File: config.mk
export PLATFORM = sky130hd
export DESIGN_NAME = instr_fetch_unit
export DESIGN_NICKNAME = d
export VERILOG_FILES = /design/src/rtl/instr_fetch_unit.sv
export SDC_FILE = /design/constraint.sdc
export NUM_CORES = 1
export LEC_CHECK = 0
export ABC_AREA = 1
export BUFFER_PORTS_ARGS = -buffer_cell sky130_fd_sc_hd__buf_4
export CAP_MARGIN = 10
export CORE_MARGIN = 3
export CORE_UTILIZATION = 45
export CTS_CLUSTER_DIAMETER = 200
export DETAILED_ROUTE_END_ITERATION = 8
export PLACE_DENSITY = 0.74
export SYNTH_ARGS = -nofsm -noshare
export SYNTH_HDL_FRONTEND = slang
export SYNTH_SLANG_ARGS = --single-unit
File: constraint.sdc
create_clock -name clk -period 4.4 [get_ports clk]
set_input_delay 0.88 -clock clk [delete_from_list [all_inputs] [get_ports clk]]
set_output_delay 0.88 -clock clk [all_outputs]
set_load 0.01 [all_outputs]
File: src/rtl/instr_fetch_unit.sv
// rtl/instr_fetch_unit.sv - instruction fetch front end with prefetch queue and redirect
module instr_fetch_unit #(
    parameter logic [31:0] RESET_PC = 32'h0000_0000,
    parameter int          DEPTH    = 2
) (
    input  logic        clk,
    input  logic        rst,
    output logic [31:0] Rom_addr,
    input  logic [31:0] Rom_data,
    output logic        if_valid,
    input  logic        if_ready,
    output logic [31:0] if_instr,
    output logic [31:0] if_pc,
    input  logic        redirect_valid,
    input  logic [31:0] redirect_pc
);
    localparam int PTR_W = (DEPTH > 1) ? $clog2(DEPTH) : 1;
    localparam logic [PTR_W:0]   CNT_MAX = (PTR_W+1)'(DEPTH);
    localparam logic [PTR_W:0]   CNT_ONE = (PTR_W+1)'(1);
    localparam logic [PTR_W-1:0] PTR_ONE = PTR_W'(1);

    logic [31:0]      fetch_pc;
    logic [31:0]      q_pc    [DEPTH];
    logic [31:0]      q_instr [DEPTH];
    logic [PTR_W-1:0] rd_ptr;
    logic [PTR_W-1:0] wr_ptr;
    logic [PTR_W:0]   count;
    logic             pop;
    logic             push;
    logic             redirect_pc_unused;

    // Low redirect bits are discarded; instructions are always word aligned.
    assign redirect_pc_unused = ^redirect_pc[1:0];

    assign Rom_addr = fetch_pc;
    assign if_valid = (count != '0);
    assign if_instr = q_instr[rd_ptr];
    assign if_pc    = q_pc[rd_ptr];

    assign pop  = if_valid & if_ready;
    // A full queue can still accept a word in the same cycle its head leaves.
    assign push = (count < CNT_MAX) | pop;

    always_ff @(posedge clk) begin
        if (rst) begin
            fetch_pc <= RESET_PC;
            rd_ptr   <= '0;
            wr_ptr   <= '0;
            count    <= '0;
        end else if (redirect_valid) begin
            fetch_pc <= {redirect_pc[31:2], 2'b00};
            rd_ptr   <= '0;
            wr_ptr   <= '0;
            count    <= '0;
        end else begin
            if (push) begin
                fetch_pc <= fetch_pc + 32'd4;
                wr_ptr   <= wr_ptr + PTR_ONE;
            end
            if (pop) begin
                rd_ptr <= rd_ptr + PTR_ONE;
            end
            if (push && !pop) begin
                count <= count + CNT_ONE;
            end else if (pop && !push) begin
                count <= count - CNT_ONE;
            end
        end
    end

    // Queue storage needs no reset: entries are only visible while count covers them.
    always_ff @(posedge clk) begin
        if (!rst && !redirect_valid && push) begin
            q_pc[wr_ptr]    <= fetch_pc;
            q_instr[wr_ptr] <= Rom_data;
        end
    end
endmodule
# == Word level (Yosys, flattened, before mapping) ==
# Memories as Yosys holds them, arrays and structs flattened. A register that Yosys moved wholly into a read port is not among the register bits.
# Cells that the tools add are included.
# word_totals
mem_bits_ro,0
n_memories,2
latch_bits,0
output_inout_bits,97
ramBits,128
inputBits,68
elab_cells,37
regBits,36
# mem_list
name,depth,width,rd,rd_clocked_by_memory_dff,wr,line,rtl
q_instr,2,32,1,1,1,24,logic [31:0] q_instr [DEPTH];
q_pc,2,32,1,1,1,23,logic [31:0] q_pc [DEPTH];
# classes
bitwise,2
eq_ne,0
n_mul,0
shifts,0
magnitude_cmp,1
add_sub_neg,5
div,0
n_reduce_logical,12
mux,10
# ops
operator,count
2-to-1 mux 32 bit,2
"adder 32 x 3 -> 32 bit, second input constant",1
2-to-1 mux 1 bit,6
nonzero test 2 bit,3
logical AND 1 bit,4
zero test 1 bit,4
2-to-1 mux 2 bit,2
"adder 1 bit, second input constant",2
"adder 2 x 1 -> 2 bit, second input constant",1
"< comparator 2 bit, second input constant",1
OR reduction 2 bit,1
"subtractor 2 x 1 -> 2 bit, second input constant",1
AND 1 bit,1
OR 1 bit,1

# == Logic depth before layout (Yosys ltp) ==
# Gate-level depths: netlist of run 1.
# logic_depth
depth_word,7
ltp_mapped,11
depth_no_buf,10

# == Worst setup path after synthesis of run 1 ==
# OpenSTA, ideal clock, no wires.
# synth_path
path_type,input port to flip-flop
startpoint,in rst
endpoint,mem q_instr[0][0] (enable)
n_path_buf,1
setup_time_ns,0.482
t_required_ns,3.918
stages,6
path_slack_ns,-0.176
arrival_ns,4.093
cell_sequence,clkbuf_1 -> nor2_1 -> inv_1 -> nor2_2 -> inv_1 -> nor2_1
# synth_between
elab_chain_len,5
# synth_lines
element,line,rtl
from (decl),7,"input logic rst,"
zero test 1 bit,73,if (!rst && !redirect_valid && push) begin
logical AND 1 bit (2 in a row),73,
2-to-1 mux 1 bit,73,
2-to-1 mux 1 bit (implied by the code),75,q_instr[wr_ptr] <= Rom_data;
to (decl),24,
# Every way passes these cells.

==> results of run 1 <==
per-layer routing:
metal  up-vias  part of all wire  wire length (um)  GRT usage
met1      2295              0.43              6680      0.238
met5         -                 0                 0          0
met3        27             0.073              1150     0.0467
met4         0             0.018               280     0.0703
li1       2326                 -                 -          -
met2       217              0.48              7590      0.310
logic make-up after synthesis:
group,after synthesis,synth area share
adders and majority gates,1,0.00182
DFF,159,0.643
and+or+nand+nor,218,0.141
xor gates and xnor gates,6,0.00763
muxes,62,0.101
AOI/OAI and AO/OA,62,0.0587
buffers and inverters,66,0.0460
other,1,0.000545
worst max-delay path, cell delays in order (launching register included):
cell     delay, ns
dfxtp_2       0.66
buf_4         0.60
mux2_2        0.41
buf_4         0.14
metrics by stage:
step           power, W  area [sq um]  worst slack (ns)  hold WS [ns]   util
6_report        0.00333          8740              1.26         0.483  0.592
5_1_grt         0.00347          8740              1.15         0.514  0.592
4_1_cts         0.00336          8740              1.22         0.481  0.592
3_5_place_dp    0.00209          8230              1.49         0.472  0.558
3_3_place_gp    0.00208          8230              1.54         0.458  0.558
2_1_floorplan   0.00192          6900            0.0355         0.447      -
how the worst max path moves through the flow:
stage                         from            end  slack (ns)  cells after the start
finish                        flop    if_instr[3]        1.26                      3
global route                  flop      if_pc[20]        1.15                      3
floorplan                      rst  q_instr[1][0]        0.04                      4
detailed placement  redirect_valid     q_pc[0][4]        1.49                      7
CTS                           flop      if_pc[15]        1.22                      3
global placement    redirect_valid     q_pc[0][3]        1.54                      7
cell type report:
| cell class | instances | area [sq um] | area share |
|---|---|---|---|
| Sequential cell | 159 | 4430 | 0.506 |
| Clock buffer | 20 | 437 | 0.0500 |
| Tap cell | 184 | 230 | 0.0263 |
| Multi-Input combinational cell | 353 | 2170 | 0.248 |
| Clock inverter | 12 | 71.3 | 0.00816 |
| Inverter | 42 | 163 | 0.0186 |
| Timing Repair Buffer | 162 | 1240 | 0.142 |
where the power goes:
part	internal (W)	leakage [nW]	switching [W]
Combinational	0.000161	1.64	0.000158
Sequential	0.00169	1.43	0.0000525
Clock	0.000712	0.241	0.000564
Total	0.00256	3.31	0.000774
sequential cells by signal, summed over array words and instances, names as in the netlist, named ones only:
name and count:
q_instr 64, q_pc 60, Rom_addr 30, count 2, rd_ptr 1, wr_ptr 1
cell usage in the layout (no fill, tap or decap), types with 5 or more instances in the layout:
master     count
a21oi_1       18
buf_4        160
nand3_1       33
nor2_4         8
inv_2          6
xor2_1         5
dfxtp_1       34
o21ai_2        8
edfxtp_1     124
mux2_2        62
clkinv_2       5
a21oi_2        5
o21ai_0       11
nand2_1      114
inv_1         35
nor2_1        42
clkbuf_16     17
nor3_1         7
==> results.toml, run 1 <==
[placement]
place.gp.congestion = 0.919
dp.final_hpwl_um = 10600
dpl.cell_count = 900
portBuffers = 158

[sta]
fin_setup_tns_ns = 0
fmax_mhz = 318
slew_viol_final = 0
finalHoldViolCount = 0
period_share = 0.714
rsz0062_at_grt = "false"
tightest_slew_ns = 0.599
skew_ns = 0.00811
setup_viol = 0
slew_headroom = 0.601
period_minus_slack_ns = 3.14

[finish]
antennaDiodeCount = 0
final_cells = 932
fillCellCount = 1197
nets = 804
drive_gt1_frac = 0.388
syn2layout_area_growth_pct = 26.9

[clock_network]
path_clk_slew_ns = 0.06
cts.sinks = 159
cts_buffer_depth = 2
cts.htree.levels = 4
clk_latency_ns = 0.42
postCtsHoldBufs = 0
cts_buffers = 17
post_cts_resized = 0
cts_tree = "yes"
post_cts_buffers = 0
cts_root_buf = "clkbuf_16"

[synthesis]
netlist_top_cells_area = "edfxtp_1 (54%), dfxtp_1 (10%), mux2_2 (10%), nand2_1 (6.2%), nand3_1 (2.4%)"
yosysTopAreaCell = "edfxtp_1"
synth_seq_area_share = 0.643
synth_cell_types = 39
synth_edf_count = 124
syn_avg_cell_area_sq_um = 12.0
synth_commonest_cells = "edfxtp_1 (124), nand2_1 (114), mux2_2 (62)"
async_flop_share = 0
synth.most_common_cell = "edfxtp_1"
synth_cells = 575
ys_dominant_reg_cell = "edfxtp_1"
yosysWarnings = 0
netlist_area_sq_mm = 0.00689
yosys_register_bits = 159
synth_top_area_frac = 0.541

[worst_hold_path]
min_from = "rd_ptr"
hp-class = "reg -> reg"
whs_path_depth = 2
holdPathEnd = "rd_ptr"

[critical_path]
r2r_end = "q_instr[0][4]"
ff2ff_path_depth = 9
critPathKind = "reg -> out"
required_ns = 3.52
cp.arrival_ns = 2.26
regToRegStartpoint = "count[1]"
r2r_setup_slack_ns = 1.98
start_kind = "flop"
critPathMaxFanout = 42
end_kind = "primary output"

[power_and_ir_drop]
max-vdd-ir-drop_v = 0.000283
power.density_mw_per_mm2 = 381
leakagePower_nw = 3.31

[route]
viasPerCell = 5.22
wire_per_inst_um = 16.8
detail_route.first_pass.iterations = 5
drt_wl_total_um = 15700
vias = 4865
postRouteAntennaNets = 0
drtIter0Drc = 341
drc_errors = 0

[floorplan]
core_area_sq_mm = 0.0148
dieArea_sq_mm = 0.0168
start_util = 0.467
ios = 165
die_x_um = 130
die_height_um = 130
row_count = 44

[status]
outcome = "completed"

[global_route]
grt_max_degree = 49
overflow = 0
grt_usage = 0.187
antenna_found_initial = 0
grt_pass1_wl_um = 24100
grt_pass1_vias = 4853

[flow_run]
drv_cap = 0
No activity file was read; power rests on OpenSTA's default activity.
==> run 2, diff against run 1 <==
Clock period 4.4 ns to 2.7 ns, I/O delays scaled along.
==> results.toml, run 2 (same netlist as run 1, synthesis figures left out) <==
[sta]
slew_viol_final = 0
tightest_slew_ns = 0.607
fmax_mhz = 452
setup_slack_ns = 0.486
period_share = 0.820
rsz0062_at_grt = "false"
setup_viol = 0
finalHoldViolCount = 0
skew_ns = 0.00777
slew_headroom = 0.595
period_minus_slack_ns = 2.21
fin_setup_tns_ns = 0

[finish]
final_cells = 937
register_area_sq_mm = 0.00443
nets = 809
antennaDiodeCount = 0
final_common_cell = "buf_4"
multiInputGateArea_sq_mm = 0.00217
largest_reg_flops = 64
top_register = "q_instr"
postLayoutCellArea_sq_mm = 0.00886
drive_gt1_frac = 0.393
mostFrequentLayoutCells = "buf_4 (164), edfxtp_1 (124), nand2_1 (114), mux2_2 (62), nor2_1 (42)"
syn2layout_area_growth_pct = 28.6
fillCellCount = 1209

[global_route]
antenna_found_initial = 0
grt_pass1_wl_um = 24000
grt_max_degree = 63
grt_pass1_vias = 4837
grt_usage = 0.185
overflow = 0

[clock_network]
cts_tree = "yes"
cts.sinks = 159
clk_latency_ns = 0.42
path_clk_slew_ns = 0.06
post_cts_buffers = 0
cts_root_buf = "clkbuf_16"
post_cts_resized = 0
postCtsHoldBufs = 0
cts_buffer_depth = 2
cts_buffers = 17
cts.htree.levels = 4

[critical_path]
crit_chain = "buf_12 -> mux2_2 -> buf_4"
critPathKind = "reg -> out"
cp_slowest_stage_delay_ns = 0.39
slowest_stage = "mux2_2"
regToRegStartpoint = "count[1]"
required_ns = 2.16
critPathMaxFanout = 62
start_kind = "flop"
end_kind = "primary output"
cp.arrival_ns = 1.67

[route]
dr_wl_met2_um = 7550
vias = 4863
wire_per_inst_um = 16.4
detail_route.first_pass.iterations = 5
met1_length_um = 6610
wl_met3_um = 986
drc_errors = 0
drtIter0Drc = 341
highest_layer = "met4"
viasPerCell = 5.19
postRouteAntennaNets = 0
drt_wl_total_um = 15400

[floorplan]
row_count = 44
die_x_um = 130
ios = 165
start_util = 0.467
dieArea_sq_mm = 0.0168
die_height_um = 130
core_area_sq_mm = 0.0148

[placement]
dp.final_hpwl_um = 10500
dp_slack_ns = 0.540
portBuffers = 158
dpl.cell_count = 905
place.gp.congestion = 0.862
place_area_sq_mm = 0.00828

[status]
outcome = "completed"

[worst_hold_path]
hp-class = "in -> reg"
min_from = "Rom_data[25]"

[power_and_ir_drop]
max-vdd-ir-drop_v = 0.000467
power_w = 0.00564
power.density_mw_per_mm2 = 637
leakagePower_nw = 3.37

[flow_run]
drv_cap = 0
-- run 2: changes by cell type in the layout (fill, tap and decap cells not counted), sizes merged --
| cell | change |
|---|---|
| buf | +5 |
| clkbuf | +4 |
| clkinv | -4 |
| bufinv | +1 |
| inv | -1 |
-- run 2: worst max-delay path: cells and delay by family (launching register included) --
family / cells / cell delay [ns]
buffers and inverters: 2 / 0.45
multiplexers: 1 / 0.39
flip-flops: 1 / 0.34
-- run 2: final timing paths --
kind                            depth (start not counted)             end  slack [ns]
worst max-delay path                                    3       if_pc[20]        0.49
worst min-delay path                                    1  q_instr[0][25]        0.31
worst max register to register                          9   q_instr[0][9]        0.58
worst min register to register                          2            flop        0.48
-- run 2: through the flow --
| step | hold slack, ns | utilization |
|---|---|---|
| after floorplan | 0.447 | - |
| after CTS | 0.287 | 0.600 |
| final | 0.306 | 0.600 |
| after global placement | 0.462 | 0.561 |
| after global routing | 0.287 | 0.600 |
| after detailed placement | 0.477 | 0.561 |
-- run 2: layer usage --
metal,up-vias,track usage
li1,2330,-
met1,2340,0.237
met2,171,0.307
met3,22,0.0458
met4,0,0.0660
met5,-,0
-- run 2: final cells by class --
type,count,share of cell area
clock inverters,8,0.00932
multi-input cells,353,0.245
clock buffers,24,0.0557
inverters,42,0.0184
repair buffers,167,0.146
flip-flops and latches,159,0.500
well taps,184,0.0260
-- run 2: power by group --
group / internal [W] / switching (W)
logic: 0.000267 / 0.000260
registers: 0.00275 / 0.0000844
clock network: 0.00137 / 0.000905
==> run 3, diff against run 2 <==
Clock period 2.7 ns to 1.9 ns, I/O delays scaled along.
==> results.toml, run 3 (same netlist as run 1, synthesis figures left out) <==
[status]
outcome = "finished with violations"
violations = "setup timing"

[sta]
period_minus_slack_ns = 1.93
slew_viol_final = 0
fmax_mhz = 517
skew_ns = 0.00796
rsz0062_at_grt = "true"
setup_slack_ns = -0.0327
whs_ns = 0.144
setup_viol = 44
period_share = 1.02
finalHoldViolCount = 0

[global_route]
grt_pass1_vias = 4908
grt_max_degree = 42
antenna_found_initial = 0
grt_usage = 0.188
overflow = 0
grt_pass1_wl_um = 24500

[finish]
fillCellCount = 1175
postLayoutCellArea_sq_mm = 0.00916
mostFrequentLayoutCells = "buf_4 (155), edfxtp_1 (124), nand2_1 (113), mux2_2 (44), nor2_1 (41)"
largest_reg_flops = 64
syn2layout_area_growth_pct = 33.0
final_cells = 948
register_area_sq_mm = 0.00443
drive_gt1_frac = 0.410
nets = 820
post-route-util = 0.621
final_common_cell = "buf_4"
multiInputGateArea_sq_mm = 0.00227
top_register = "q_instr"
antennaDiodeCount = 0

[critical_path]
ff2ff_path_depth = 9
required_ns = 1.52
cp_slowest_stage_delay_ns = 0.41
end_kind = "primary output"
critPathMaxFanout = 21
slowest_stage = "dfxtp_4"
crit_buf_inv = 2
critPathKind = "reg -> out"
cp.arrival_ns = 1.55
regToRegStartpoint = "count[1]"
r2r_setup_slack_ns = 0.10
r2r_end = "q_instr[0][30]"
start_kind = "flop"
crit_chain = "buf_12 -> mux2_2 -> buf_4"
cp_top_family = "flip-flops"

[route]
wire_per_inst_um = 17.0
drc_errors = 0
detail_route.first_pass.iterations = 4
vias = 4979
postRouteAntennaNets = 0
viasPerCell = 5.25
drtIter0Drc = 420
drt_wl_total_um = 16100

[clock_network]
cts_buffers = 17
cts.sinks = 159
cts_buffer_depth = 2
cts_root_buf = "clkbuf_16"
clk_latency_ns = 0.42
cts.htree.levels = 4
postCtsHoldBufs = 0
path_clk_slew_ns = 0.06
post_cts_buffers = 0
cts_tree = "yes"

[floorplan]
die_x_um = 130
row_count = 44
start_util = 0.467
core_area_sq_mm = 0.0148
die_height_um = 130
dieArea_sq_mm = 0.0168
ios = 165

[power_and_ir_drop]
p_comb_frac = 0.100
leakagePower_nw = 3.53
seq_power_share = 0.491
power.density_mw_per_mm2 = 895
max-vdd-ir-drop_v = 0.000622
clkPwrFrac = 0.409
netSwitchingFraction = 0.221
switchingPower_w = 0.00181
p_int_w = 0.00638

[worst_hold_path]
whs_path_depth = 1
min_from = "Rom_data[1]"
hp-class = "in -> reg"
holdPathEnd = "q_instr[1][1]"

[flow_run]
drv_cap = 0

[placement]
place.gp.congestion = 0.879
dp_slack_ns = 0.108
place_area_sq_mm = 0.00840
dpl.cell_count = 915
dp.final_hpwl_um = 10900
portBuffers = 158
-- run 3: worst max-delay path by stage --
stage | start | endpoint | cells after the start
3_5_place_dp | count[1] | q_instr[0][6] | 9
6_report | flop | if_instr[10] | 3
4_1_cts | flop | if_pc[30] | 3
5_1_grt | flop | if_pc[27] | 3
3_3_place_gp | count[1] | q_instr[0][0] | 9
2_1_floorplan | count[1] | q_instr[0][0] | 8
-- run 3: cell type report --
| cell class | instances | share of cell area |
|---|---|---|
| repair buffers | 178 | 0.161 |
| well taps | 184 | 0.0251 |
| flip-flops and latches | 159 | 0.484 |
| clock buffers | 20 | 0.0477 |
| clock inverters | 12 | 0.0159 |
| inverters | 42 | 0.0186 |
| multi-input cells | 353 | 0.248 |
-- run 3: per-layer routing --
metal | wire, um | track usage | share of wire
met1 | 6700 | 0.238 | 0.42
met2 | 7930 | 0.315 | 0.49
met3 | 1140 | 0.0438 | 0.071
met4 | 304 | 0.0746 | 0.019
met5 | 0 | 0 | 0
-- run 3: stage by stage --
step | TNS, ns | power, W
final | -0.885 | 0.00819
after global routing | -3.31 | 0.00848
after CTS | -3.37 | 0.00823
after detailed placement | 0 | 0.00488
after global placement | 0 | 0.00485
after floorplan | -36.52 | 0.00445
-- run 3: power groups by stage --
| stage | Clock (W) | Combinational [W] | Sequential (W) |
|---|---|---|---|
| after detailed placement | 0 | 0.000792 | 0.00409 |
| after CTS | 0.00342 | 0.000796 | 0.00401 |
| after global routing | 0.00355 | 0.000892 | 0.00403 |
| after global placement | 0 | 0.000774 | 0.00408 |
| after floorplan | 0 | 0.000372 | 0.00408 |
| final | 0.00335 | 0.000823 | 0.00402 |
-- run 3: worst reg2reg max path, delay by kind of cell, from the launching register on --
kind                   cells  cell delay (ns)
AND/OR/NAND/NOR            5             0.63
buffers and inverters      4             0.44
flip-flops                 1             0.39
-- run 3: repair_timing --
action                                  CTS  global route
endpoints found under the setup margin   62            64
gates cloned                              0             1
resized for setup                         1            41
